**src/rtl/lms_adaptive_fir_pkg.sv**
```systemverilog
// Shared types and helpers for the LMS adaptive FIR and its MAC unit.
package lms_adaptive_fir_pkg;

    // Sequencer states: one pass through FILTER, ERROR, optional UPDATE, DONE per sample.
    typedef enum logic [2:0] {
        StIdle,
        StFilter,
        StError,
        StUpdate,
        StDone
    } state_t;

    // Ceiling log2, minimum 1 so a tap index always has at least one bit.
    function automatic int unsigned clog2_f(input int unsigned v);
        int unsigned r;
        int unsigned p;
        r = 0;
        p = 1;
        while (p < v) begin
            p = p << 1;
            r = r + 1;
        end
        if (r == 0) r = 1;
        return r;
    endfunction

    // Right shift taking e*x (two Q1.(D-1) samples) down to a weight step of mu*e*x.
    function automatic int unsigned update_shift(input int unsigned data_size,
                                                 input int unsigned coef_frac,
                                                 input int unsigned mu_shift);
        return 2 * (data_size - 1) - coef_frac + mu_shift;
    endfunction

    // Multiplier b operand carries weights in FILTER and the error in UPDATE.
    function automatic int unsigned mul_b_width(input int unsigned data_size,
                                                input int unsigned coef_size);
        return (data_size > coef_size) ? data_size : coef_size;
    endfunction

    // Clamp a signed value to the signed range of a 'width'-bit word; caller slices.
    function automatic logic signed [63:0] sat_signed(input logic signed [63:0] val,
                                                      input int unsigned width);
        logic signed [63:0] hi;
        logic signed [63:0] lo;
        hi = (64'sd1 <<< (width - 1)) - 64'sd1;
        lo = -(64'sd1 <<< (width - 1));
        if (val > hi) return hi;
        if (val < lo) return lo;
        return val;
    endfunction

    // Trigger cycle to filter_done cycle. The multiplier is not pipelined, so no extra cycles.
    function automatic int unsigned latency_no_adapt(input int unsigned taps);
        return taps + 3;
    endfunction

    function automatic int unsigned latency_adapt(input int unsigned taps);
        return 2 * taps + 3;
    endfunction

endpackage

```
**src/rtl/lms_adaptive_fir_mac.sv**
```systemverilog
// Shared signed multiplier with a clearable accumulator; product is also exposed directly.
module lms_mac_unit
    import lms_adaptive_fir_pkg::*;
#(
    parameter int unsigned A_W   = 24,
    parameter int unsigned B_W   = 24,
    parameter int unsigned ACC_W = 47
) (
    input  logic                      clk,
    input  logic                      reset,
    input  logic signed [A_W-1:0]     a,
    input  logic signed [B_W-1:0]     b,
    input  logic                      clear,
    input  logic                      acc_en,
    output logic signed [A_W+B_W-1:0] product,
    output logic signed [ACC_W-1:0]   acc
);

    localparam int unsigned P_W   = A_W + B_W;
    localparam int unsigned EXT_W = (ACC_W > P_W) ? ACC_W : P_W;

    logic signed [EXT_W-1:0] acc_sum;

    // Product and the sign-extended running sum; the sum never exceeds ACC_W bits.
    always_comb begin
        product = a * b;
        acc_sum = EXT_W'(acc) + EXT_W'(product);
    end

    // Accumulator register, cleared at the start of each sample.
    always_ff @(posedge clk) begin
        if (reset || clear) begin
            acc <= '0;
        end else if (acc_en) begin
            acc <= acc_sum[ACC_W-1:0];
        end
    end

endmodule

```
**src/rtl/lms_adaptive_fir.sv**
```systemverilog
// Serial-MAC LMS adaptive FIR: filter, error, optional weight update, one multiplier.
module lms_adaptive_fir
    import lms_adaptive_fir_pkg::*;
#(
    parameter int unsigned COEF_SIZE = 20,
    parameter int unsigned COEF_FRAC = 18,
    parameter int unsigned DATA_SIZE = 24,
    parameter int unsigned TAPS      = 8,
    parameter int unsigned MU_SHIFT  = 4
) (
    input  logic                        clk,
    input  logic                        reset,
    input  logic signed [DATA_SIZE-1:0] data_in,
    input  logic signed [DATA_SIZE-1:0] desired_in,
    input  logic                        sample_trig,
    input  logic                        adapt_en,
    output logic signed [DATA_SIZE-1:0] data_out,
    output logic signed [DATA_SIZE-1:0] error_out,
    output logic                        filter_done,
    output logic                        busy,
    output logic                        overrun
);

    localparam int unsigned TAP_W = clog2_f(TAPS);
    localparam int unsigned ACC_W = DATA_SIZE + COEF_SIZE + clog2_f(TAPS);
    localparam int unsigned B_W   = mul_b_width(DATA_SIZE, COEF_SIZE);
    localparam int unsigned P_W   = DATA_SIZE + B_W;
    localparam int unsigned SHIFT = update_shift(DATA_SIZE, COEF_FRAC, MU_SHIFT);

    state_t                      state_q;
    logic [TAP_W-1:0]            tap_q;
    logic signed [DATA_SIZE-1:0] x_q [TAPS];
    logic signed [COEF_SIZE-1:0] w_q [TAPS];
    logic signed [DATA_SIZE-1:0] d_q;
    logic                        adapt_q;
    logic signed [DATA_SIZE-1:0] y_q;
    logic signed [DATA_SIZE-1:0] e_q;

    logic                        accept;
    logic                        last_tap;
    logic signed [B_W-1:0]       mac_b;
    logic signed [P_W-1:0]       product;
    logic signed [ACC_W-1:0]     acc;
    logic signed [ACC_W-1:0]     y_full;
    logic signed [63:0]          y_sat64;
    logic signed [DATA_SIZE-1:0] y_sat;
    logic signed [DATA_SIZE:0]   e_full;
    logic signed [63:0]          e_sat64;
    logic signed [DATA_SIZE-1:0] e_sat;
    logic signed [P_W-1:0]       delta;
    logic signed [63:0]          w_new64;
    logic signed [COEF_SIZE-1:0] w_new;

    // Operand select, output scaling/saturation and the saturated weight step.
    always_comb begin
        // The filter_done cycle is still busy, so a trigger there is refused.
        accept   = (state_q == StIdle) && sample_trig && !busy;
        last_tap = (tap_q == TAP_W'(TAPS - 1));
        if (state_q == StUpdate) begin
            mac_b = B_W'(e_q);
        end else begin
            mac_b = B_W'(w_q[tap_q]);
        end
        y_full  = acc >>> COEF_FRAC;
        y_sat64 = sat_signed(64'(y_full), DATA_SIZE);
        y_sat   = y_sat64[DATA_SIZE-1:0];
        e_full  = {d_q[DATA_SIZE-1], d_q} - {y_sat[DATA_SIZE-1], y_sat};
        e_sat64 = sat_signed(64'(e_full), DATA_SIZE);
        e_sat   = e_sat64[DATA_SIZE-1:0];
        delta   = product >>> SHIFT;
        w_new64 = sat_signed(64'(w_q[tap_q]) + 64'(delta), COEF_SIZE);
        w_new   = w_new64[COEF_SIZE-1:0];
    end

    lms_mac_unit #(
        .A_W   (DATA_SIZE),
        .B_W   (B_W),
        .ACC_W (ACC_W)
    ) u_mac (
        .clk     (clk),
        .reset   (reset),
        .a       (x_q[tap_q]),
        .b       (mac_b),
        .clear   (accept),
        .acc_en  (state_q == StFilter),
        .product (product),
        .acc     (acc)
    );

    // Sequencer with delay line, weights and all registered outputs.
    always_ff @(posedge clk) begin
        if (reset) begin
            state_q     <= StIdle;
            tap_q       <= '0;
            d_q         <= '0;
            adapt_q     <= 1'b0;
            y_q         <= '0;
            e_q         <= '0;
            data_out    <= '0;
            error_out   <= '0;
            filter_done <= 1'b0;
            busy        <= 1'b0;
            overrun     <= 1'b0;
            for (int i = 0; i < int'(TAPS); i++) begin
                x_q[i] <= '0;
                w_q[i] <= '0;
            end
        end else begin
            filter_done <= 1'b0;
            if (sample_trig && busy) overrun <= 1'b1;
            if (filter_done) busy <= 1'b0;

            unique case (state_q)
                StIdle: begin
                    if (accept) begin
                        for (int i = int'(TAPS) - 1; i > 0; i--) begin
                            x_q[i] <= x_q[i-1];
                        end
                        x_q[0]  <= data_in;
                        d_q     <= desired_in;
                        adapt_q <= adapt_en;
                        tap_q   <= '0;
                        busy    <= 1'b1;
                        state_q <= StFilter;
                    end
                end
                StFilter: begin
                    tap_q <= last_tap ? '0 : tap_q + TAP_W'(1);
                    if (last_tap) state_q <= StError;
                end
                StError: begin
                    y_q     <= y_sat;
                    e_q     <= e_sat;
                    state_q <= adapt_q ? StUpdate : StDone;
                end
                StUpdate: begin
                    w_q[tap_q] <= w_new;
                    tap_q      <= last_tap ? '0 : tap_q + TAP_W'(1);
                    if (last_tap) state_q <= StDone;
                end
                StDone: begin
                    data_out    <= y_q;
                    error_out   <= e_q;
                    filter_done <= 1'b1;
                    state_q     <= StIdle;
                end
                default: state_q <= StIdle;
            endcase
        end
    end

endmodule

```
**config.mk**
```make
export PLATFORM = sky130hd
export DESIGN_NAME = lms_adaptive_fir
export DESIGN_NICKNAME = d
export VERILOG_FILES = /design/src/rtl/lms_adaptive_fir_pkg.sv /design/src/rtl/lms_adaptive_fir_mac.sv /design/src/rtl/lms_adaptive_fir.sv
export SDC_FILE = /design/constraint.sdc
export NUM_CORES = 2
export LEC_CHECK = 0
export ABC_AREA = 1
export CAP_MARGIN = 20
export CORE_MARGIN = 3
export CORE_UTILIZATION = 48
export DETAILED_ROUTE_END_ITERATION = 10
export RECOVER_POWER = 100
export SLEW_MARGIN = 10
export SYNTH_ARGS = -nofsm -noshare
export SYNTH_HDL_FRONTEND = slang
export SYNTH_SLANG_ARGS = --single-unit
export TNS_END_PERCENT = 1
```
**constraint.sdc**
```tcl
create_clock -name clk -period 10.35 [get_ports clk]
set_input_delay 2.07 -clock clk [delete_from_list [all_inputs] [get_ports clk]]
set_output_delay 2.07 -clock clk [all_outputs]
set_load 0.01 [all_outputs]
```
==> results.tsv <==
metric	value	unit
worstHoldStart	y_q[21]	
slew_viol_final	521	
async_flop_share	0	%
viasPerCell	5.34	
violations	capacitance limit, slew limit	
drtPass1Iterations	6	
critical_path.slowest_cell	fa_1	
period_share	96.1	%
cp_data_arrival_time	10.34	ns
hpwlAfterDp	120000	µm
areaGrowthSynthToFinish	13.8	%
cpMostUsedCell	fa_1	
worstMarginPinSlew	4.44	ns
cts_tree	built	
initial_utilization	48.6	%
wirelength	155000	µm
ys_seq_area_share	28.5	%
critPathCaptureType	register	
reg2reg_slack	0.40	ns
critPathLaunchType	register	
antenna_left	0	
via_count	41214	
r2r-end	w_q[2][4]	
path_clk_slew	0.06	ns
status	finished with violations	
max_cap_viol_count	13	
pin_count	103	
cts_root_buffer	clkbuf_16	
ys_types	48	
routedWlPerCell	20.1	µm
die_h	328	µm
core	102000	µm²
synth_commonest_cells	inv_1 (1208), nand2_1 (949), nor2_1 (944), fa_1 (610), o21ai_0 (440)	
setup_violations	0	
rr_worst_depth	41	
crit_fanout	50	
required	10.74	ns
hold_class	reg -> reg	
synthCells	6106	
routabilityCongestion	0.949	
hold_depth	2	
drc	0	
grt-ovfl-total	0	
cts_hold_buf	0	
rows	117	
yosysTopAreaCellShare	24.6	%
hold_viol	0	
first_iter_violations	4027	
path_class	reg -> reg	
drive_gt1_share	8.40	%
clock_sinks	532	
grt_max_degree	87	
post-synth-top-count-cell	inv_1	
synth_top_flop_cell	edfxtp_1	
synth.area.top_cells	fa_1 (25%), edfxtp_1 (21%), inv_1 (9.1%)	
syn_area	49700	µm²
antenna_cells	0	
max_freq	101	MHz
clock_skew	0.0482	ns
grt_pass1_vias	40139	
die_w	328	µm
numCtsBuffers	58	
yosys_register_bits	532	
holdPathEnd	data_out[21]	
clk_path_buf_depth	3	
yosys_warnings	0	
cp_slowest_stage_delay	0.55	ns
antenna_found_initial	1	
relSlewSlack	-196	%
cts.htree.levels	2	
nets	7189	
design.die.area	108000	µm²
synth_edf_count	352	
clock_latency	0.67	ns
synth_top_cell_by_area	fa_1	
post-route-util	55.3	%
track_usage	28.6	%
min_period	9.95	ns
syn_nets	6996	
syn_avg_cell_area	8.14	µm²
port_buffers	102	
grt_pass1_wl	237000	µm
worst max-delay path by stage:
stage	startpoint	to	slack, ns	cells after the start
CTS	register	w_q[6][2]	0.02	41
global placement	register	w_q[6][4]	-0.29	43
floorplan	state_q[0]	w_q[0][17]	1.10	39
detailed placement	register	w_q[2][4]	-0.29	42
finish	register	w_q[2][4]	0.40	41
global route	register	w_q[0][18]	-0.04	50
layout by cell type, fill, tap and decap left out, types with 33 or more instances in the layout:
master and n:
inv_1 1197, nand2_1 936, nor2_1 925, fa_1 606, o21ai_0 414, a21oi_1 413, edfxtp_1 352, ha_1 221
buf_4 216, dfxtp_1 178, nand3_1 115, clkbuf_16 62, xor2_1 59, dlygate4sd3_1 52, clkdlybuf4s50_1 50, xnor2_1 38
o21ai_1 36, o22ai_1 33
timing repair:
action	CTS	global route
buffers inserted	0	26
endpoints found under the setup margin	152	175
endpoints found under the hold margin	0	0
resized for setup	9	147
gates cloned	0	5
pin swaps	0	15
metrics by stage:
step                      hold WS, ns  cell area (µm²)  setup slack, ns  TNS [ns]  instances
final                           0.442            56600            0.401         0       7715
after global routing            0.459            56600          -0.0370    -0.188       7715
after global placement          0.440            53700           -0.286    -34.66       7574
after floorplan                 0.425            49700             1.10         0       6106
after CTS                       0.446            55700           0.0156         0       7684
after detailed placement        0.443            53800           -0.287    -31.94       7576
worst max-delay path, delay by kind of cell (launching register included):
| kind | cells | cell delay [ns] |
|---|---|---|
| adders and majority gates | 9 | 4.16 |
| and+or+nand+nor | 12 | 1.91 |
| xor gates and xnor gates | 1 | 0.09 |
| DFF | 1 | 0.40 |
| buffers and inverters | 10 | 1.27 |
| AOI/OAI and AO/OA | 9 | 1.77 |
cell type report:
type                            instances  area (µm²)
Timing Repair Buffer                  377        3580
Timing Repair inverter                  1        7.51
Clock inverter                         38         389
Multi-Input combinational cell       4096       30500
Fill cell                            9562       45800
Tap cell                             1368        1710
Sequential cell                       532       14200
Clock buffer                           70        1550
Inverter                             1233        4670
flip-flops by register name (all words and copies together) (netlist names), 24 cells and up, named ones only:
| register | count |
|---|---|
| d_q | 24 |
| x_q | 192 |
| error_out | 24 |
| e_q | 24 |
| data_out | 24 |
| u_mac.acc | 47 |
| w_q | 160 |
| y_q | 24 |
metal layers:
metal | vias up | share of wire [%] | wire [µm] | global-route usage [%]
met3 | 241 | 6.7 | 10400 | 3.60
li1 | 19310 | - | - | -
met2 | 1290 | 46 | 72000 | 46.0
met1 | 20371 | 44 | 68000 | 41.0
met5 | - | 0.0077 | 12 | 0
met4 | 2 | 3.2 | 4910 | 7.67
kinds of logic after synthesis:
family | count (synthesis) | share of synthesized area, %
AOI/OAI and AO/OA | 1041 | 11.2
xor gates and xnor gates | 108 | 1.94
adders and majority gates | 838 | 30.3
buffers and inverters | 1478 | 11.3
DFF | 532 | 28.5
and+or+nand+nor | 2109 | 16.7
Power is not shown: default switching activity piles up to over one toggle a cycle in this logic, so the estimate is an artifact.
